[src/rtl/i2c_dbg_access_arbiter.sv]
// Round-robin arbiter and access sequencer sharing one debug register port
// between NUM_REQ requesters, with write strobe/gap and read-wait timing.
module i2c_dbg_access_arbiter #(
  parameter int unsigned NUM_REQ = 2,
  parameter int unsigned WR_HOLD = 2,
  parameter int unsigned WR_GAP  = 4,
  parameter int unsigned RD_WAIT = 4
) (
  input  logic                  i_sys_clk,
  input  logic                  i_rst_n,
  input  logic [NUM_REQ-1:0]    i_req,
  input  logic [NUM_REQ-1:0]    i_req_write,
  input  logic [NUM_REQ*8-1:0]  i_req_addr,
  input  logic [NUM_REQ*32-1:0] i_req_wdata,
  output logic [NUM_REQ-1:0]    o_gnt,
  output logic [NUM_REQ-1:0]    o_done,
  output logic [31:0]           o_rdata,
  output logic                  o_busy,
  output logic [7:0]            o_dbg_addr,
  output logic [31:0]           o_dbg_wdata,
  output logic                  o_dbg_write,
  input  logic [31:0]           i_dbg_rdata
);

  localparam int unsigned MAX_HG   = (WR_HOLD > WR_GAP) ? WR_HOLD : WR_GAP;
  localparam int unsigned MAX_WAIT = (MAX_HG > RD_WAIT) ? MAX_HG : RD_WAIT;
  localparam int unsigned CNT_W    = (MAX_WAIT > 1) ? $clog2(MAX_WAIT) : 1;
  localparam int unsigned PTR_W    = $clog2(NUM_REQ);

  typedef enum logic [2:0] {
    IDLE,
    WR_HOLD_S,
    WR_GAP_S,
    RD_WAIT_S,
    DONE
  } state_e;

  state_e             state_q, state_d;
  logic [CNT_W-1:0]   cnt_q, cnt_d;
  logic [PTR_W-1:0]   ptr_q, ptr_d;
  logic [PTR_W-1:0]   gidx_q, gidx_d;
  logic [NUM_REQ-1:0] gnt_q, gnt_d;
  logic [NUM_REQ-1:0] done_q, done_d;
  logic [31:0]        rdata_q, rdata_d;
  logic               busy_q, busy_d;
  logic [7:0]         addr_q, addr_d;
  logic [31:0]        wdata_q, wdata_d;
  logic               write_q, write_d;

  logic [PTR_W-1:0]   sel;
  logic [PTR_W-1:0]   cand;
  logic               sel_vld;

  // First requester searching upward from ptr+1, wrapping modulo NUM_REQ.
  always_comb begin
    sel_vld = 1'b0;
    sel     = '0;
    cand    = '0;
    for (int unsigned i = 1; i <= NUM_REQ; i++) begin
      cand = PTR_W'((32'(ptr_q) + i) % NUM_REQ);
      if (!sel_vld && i_req[cand]) begin
        sel_vld = 1'b1;
        sel     = cand;
      end
    end
  end

  always_comb begin
    state_d = state_q;
    cnt_d   = cnt_q;
    ptr_d   = ptr_q;
    gidx_d  = gidx_q;
    gnt_d   = gnt_q;
    done_d  = '0;
    rdata_d = rdata_q;
    busy_d  = busy_q;
    addr_d  = addr_q;
    wdata_d = wdata_q;
    write_d = write_q;
    case (state_q)
      IDLE: begin
        if (sel_vld) begin
          gidx_d     = sel;
          gnt_d      = '0;
          gnt_d[sel] = 1'b1;
          busy_d     = 1'b1;
          addr_d     = i_req_addr[32'(sel)*8 +: 8];
          wdata_d    = i_req_wdata[32'(sel)*32 +: 32];
          if (i_req_write[sel]) begin
            state_d = WR_HOLD_S;
            write_d = 1'b1;
            cnt_d   = CNT_W'(WR_HOLD - 1);
          end else begin
            state_d = RD_WAIT_S;
            cnt_d   = CNT_W'(RD_WAIT - 1);
          end
        end
      end
      WR_HOLD_S: begin
        if (cnt_q == '0) begin
          state_d = WR_GAP_S;
          write_d = 1'b0;
          cnt_d   = CNT_W'(WR_GAP - 1);
        end else begin
          cnt_d = cnt_q - 1'b1;
        end
      end
      WR_GAP_S: begin
        if (cnt_q == '0) begin
          state_d = DONE;
          done_d  = gnt_q;
        end else begin
          cnt_d = cnt_q - 1'b1;
        end
      end
      RD_WAIT_S: begin
        if (cnt_q == '0) begin
          state_d = DONE;
          done_d  = gnt_q;
          rdata_d = i_dbg_rdata;
        end else begin
          cnt_d = cnt_q - 1'b1;
        end
      end
      DONE: begin
        state_d = IDLE;
        gnt_d   = '0;
        busy_d  = 1'b0;
        ptr_d   = gidx_q;
      end
      default: begin
        state_d = IDLE;
        gnt_d   = '0;
        busy_d  = 1'b0;
        write_d = 1'b0;
      end
    endcase
  end

  always_ff @(posedge i_sys_clk) begin
    if (!i_rst_n) begin
      state_q <= IDLE;
      cnt_q   <= '0;
      ptr_q   <= PTR_W'(NUM_REQ - 1);
      gidx_q  <= '0;
      gnt_q   <= '0;
      done_q  <= '0;
      rdata_q <= '0;
      busy_q  <= 1'b0;
      addr_q  <= '0;
      wdata_q <= '0;
      write_q <= 1'b0;
    end else begin
      state_q <= state_d;
      cnt_q   <= cnt_d;
      ptr_q   <= ptr_d;
      gidx_q  <= gidx_d;
      gnt_q   <= gnt_d;
      done_q  <= done_d;
      rdata_q <= rdata_d;
      busy_q  <= busy_d;
      addr_q  <= addr_d;
      wdata_q <= wdata_d;
      write_q <= write_d;
    end
  end

  assign o_gnt       = gnt_q;
  assign o_done      = done_q;
  assign o_rdata     = rdata_q;
  assign o_busy      = busy_q;
  assign o_dbg_addr  = addr_q;
  assign o_dbg_wdata = wdata_q;
  assign o_dbg_write = write_q;

endmodule

[config.mk]
export PLATFORM = sky130hd
export DESIGN_NAME = i2c_dbg_access_arbiter
export DESIGN_NICKNAME = d
export VERILOG_FILES = /design/src/rtl/i2c_dbg_access_arbiter.sv
export SDC_FILE = /design/constraint.sdc
export NUM_CORES = 1
export LEC_CHECK = 0
export CAP_MARGIN = 20
export CORE_ASPECT_RATIO = 1.2
export CORE_MARGIN = 10
export CORE_UTILIZATION = 37
export DETAILED_ROUTE_END_ITERATION = 7
export PLACE_DENSITY = 0.79
export SYNTH_ARGS = -nofsm -noshare
export SYNTH_HDL_FRONTEND = slang
export SYNTH_SLANG_ARGS = --single-unit
[constraint.sdc]
create_clock -name i_sys_clk -period 1.87 [get_ports i_sys_clk]
set_input_delay 0.187 -clock i_sys_clk [delete_from_list [all_inputs] [get_ports i_sys_clk]]
set_output_delay 0.187 -clock i_sys_clk [all_outputs]
set_load 0.1 [all_outputs]
==> results_dict.tcl <==
set metrics [dict create \
    syn_to_final_growth_pct 65.6 \
    rr_startpoint "state_q[2]" \
    cts_setup_buffers 0 \
    power_density_nw_per_um2 1210 \
    htree_num_levels 3 \
    drc 0 \
    drv_cap 0 \
    first_iter_violations 101 \
    syn-num-nets 465 \
    use_met2 0.278 \
    wl_um 11500 \
    ys_ff_latch 85 \
    cts.sinks 85 \
    initial_core_util 0.381 \
    ys_types 30 \
    synth.area.mux_share 0.00683 \
    critical-path-max-stage-delay_ns 0.51 \
    pre_cts_ws_ns 0.119 \
    ant_nets 0 \
    cp.arrival_ns 1.85 \
    vias 3313 \
    insertion_delay_ns 0.35 \
    regArea_um2 1700 \
    synth_ff_type "dfxtp_1" \
    multi_input_area_um2 1470 \
    die_y_um 123 \
    wl_per_cell_um 17.4 \
    rows 37 \
    grt_max_degree 43 \
    gr-total-overflow 0 \
    cts_tree "done" \
    rsz0062_at_grt "no" \
    ctsResizeCount 0 \
    synth_area_um2 3300 \
    crit_chain "nand2b_1, nor2_2, buf_12, a221o_1" \
    crit_path_end "o_dbg_wdata[15]" \
    postCtsHoldBufs 0 \
    status "complete, no violations" \
    final_cells 660 \
    dp_hpwl_um 8610 \
    synthArstFlopShare 0 \
    routed_via_density 5.02 \
    antenna_cells 0 \
    relSlewSlack 0.753 \
    final_common_cell "clkdlybuf4s50_1" \
    r2r_end "o_dbg_wdata[15]" \
    antenna_found_initial 0 \
    fin_tns_setup_ns 0 \
    synthSimpleGateAreaFrac 0.201 \
    seq_area_frac_synth 0.516 \
    hold_violations 0 \
    critPathLaunch "state_q[2]" \
    dieArea_um2 13100 \
    setup_viol 0 \
    nets 657 \
    synth_fa_ha_area_frac 0.00379 \
    worstMarginPinSlew_ns 0.368 \
    place_congestion 0.818 \
    synth-warning-count 0 \
    irDropWorstVdd_uv 649 \
    final_cell_mix "clkdlybuf4s50_1 (116), buf_4 (88), dfxtp_1 (85)" \
    critPathLaunchType "register" \
    drive_gt1_frac 0.212 \
    core-area_um2 8660 \
    grt_pass1_wl_um 17800 \
    die_w_um 106 \
    syn_inst 346 \
    endpoint_kind "register" \
    ios 196 \
    drv_slew 0 \
    ctsLongestPathBuffers 2 \
    synth-compound-area-share 0.230 \
    busiest_layer "met2" \
    required_ns 2.11 \
    holdPathStages 3 \
    grtUsageMet3 0.0755 \
    numCtsBuffers 9 \
    avgSynthCellArea_um2 9.53 \
    max_freq_mhz 621 \
    gr-usage-all-layers 0.168 \
    hold_path_class "in2reg" \
    io_buffers 195 \
    synth-edff-count 0 \
    grt_pass1_vias 3396 \
    critical_path_class "reg2reg" \
    cp_max_fo 30 \
    final.fill_count 718 \
    fin_skew_ns 0.0107 \
    synth_top_family_by_area "compound AO/OA/AOI/OAI gates" \
    cp_slowest_cell "dfxtp_1" \
    post-place-cells 644 \
    regToRegSetupSlack_ns 0.26 \
    power.leakage_nw 2.38 \
    drt_pass1_iterations 6 \
    clkTransAtPathRegs_ns 0.08 \
    cts_root_buf "clkbuf_8" \
    setup_slack_ns 0.260 \
    met1_usage 0.187 \
    period_share 0.861 \
    reg2reg_depth 4 \
    synth_xor_area_frac 0 \
    post-route-min-period_ns 1.61 \
]
-- flip-flops by register name, indices dropped and copies added (netlist names) --
name,cells
cnt_q,2
gidx_q,1
o_busy,1
o_dbg_addr,8
o_dbg_wdata,32
o_dbg_write,1
o_done,2
o_gnt,2
o_rdata,32
ptr_q,1
state_q,3
-- worst min-delay path by stage --
stage / from / endpoint
after detailed placement: o_rdata[31] / o_rdata[31]
after floorplan: i_dbg_rdata[10] / o_rdata[10]
after CTS: i_rst_n / state_q[2]
final: i_rst_n / o_gnt[1]
after global routing: i_rst_n / o_gnt[0]
after global placement: o_rdata[30] / o_rdata[30]
-- cells in the mapped netlist (2+ instances only) --
library cell,count,area (um^2)
clkbuf_1,8,30.0
nand2b_1,4,25.0
a21oi_1,8,40.0
o21ai_0,4,20.0
and3_1,42,263
inv_1,3,11.3
nor2b_1,2,12.5
nand2_1,71,267
a221o_1,40,400
a21boi_0,3,22.5
buf_2,20,100
a21boi_1,31,233
dfxtp_1,85,1700
nor2_1,9,33.8
-- through the flow --
step	utilization	instance area [um^2]	hold WS [ns]	power [mW]
floorplan	-	3300	0.322	4.32
global placement	0.605	5230	0.441	5.15
detailed placement	0.605	5230	0.445	5.18
CTS	0.631	5460	0.287	6.66
global route	0.631	5460	0.332	6.87
finish	0.631	5460	0.304	6.60
-- cell families after synthesis --
group | Yosys count
adders and majority gates | 1
muxes | 2
buffers and inverters | 31
AOI/OAI and AO/OA | 91
and+or+nand+nor | 136
DFF | 85
-- critical path: cells and delay by family, from the launching register on --
| family | cells | cell delay, ns |
|---|---|---|
| compound gates | 1 | 0.36 |
| flops | 1 | 0.51 |
| buf+inv | 1 | 0.18 |
| simple gates | 2 | 0.44 |
-- routing by layer --
layer,vias up,share of wire
li1,1623,-
met5,-,0
met4,0,0.019
met3,16,0.10
met1,1534,0.40
met2,140,0.48
-- layout make-up --
cell class	count	area share
multi-input combinational	230	0.269
inverter	3	0.00206
timing repair buffer	209	0.349
clock buffer	13	0.0291
sequential	85	0.312
tap	117	0.0268
clock inverter	3	0.0124
-- power by group --
part	leakage, nW	switching, mW	internal, mW
Combinational	1.57	2.09	0.837
Clock	0.110	0.635	0.827
Sequential	0.694	0.151	2.06
Power figures use the tool's default switching activity.
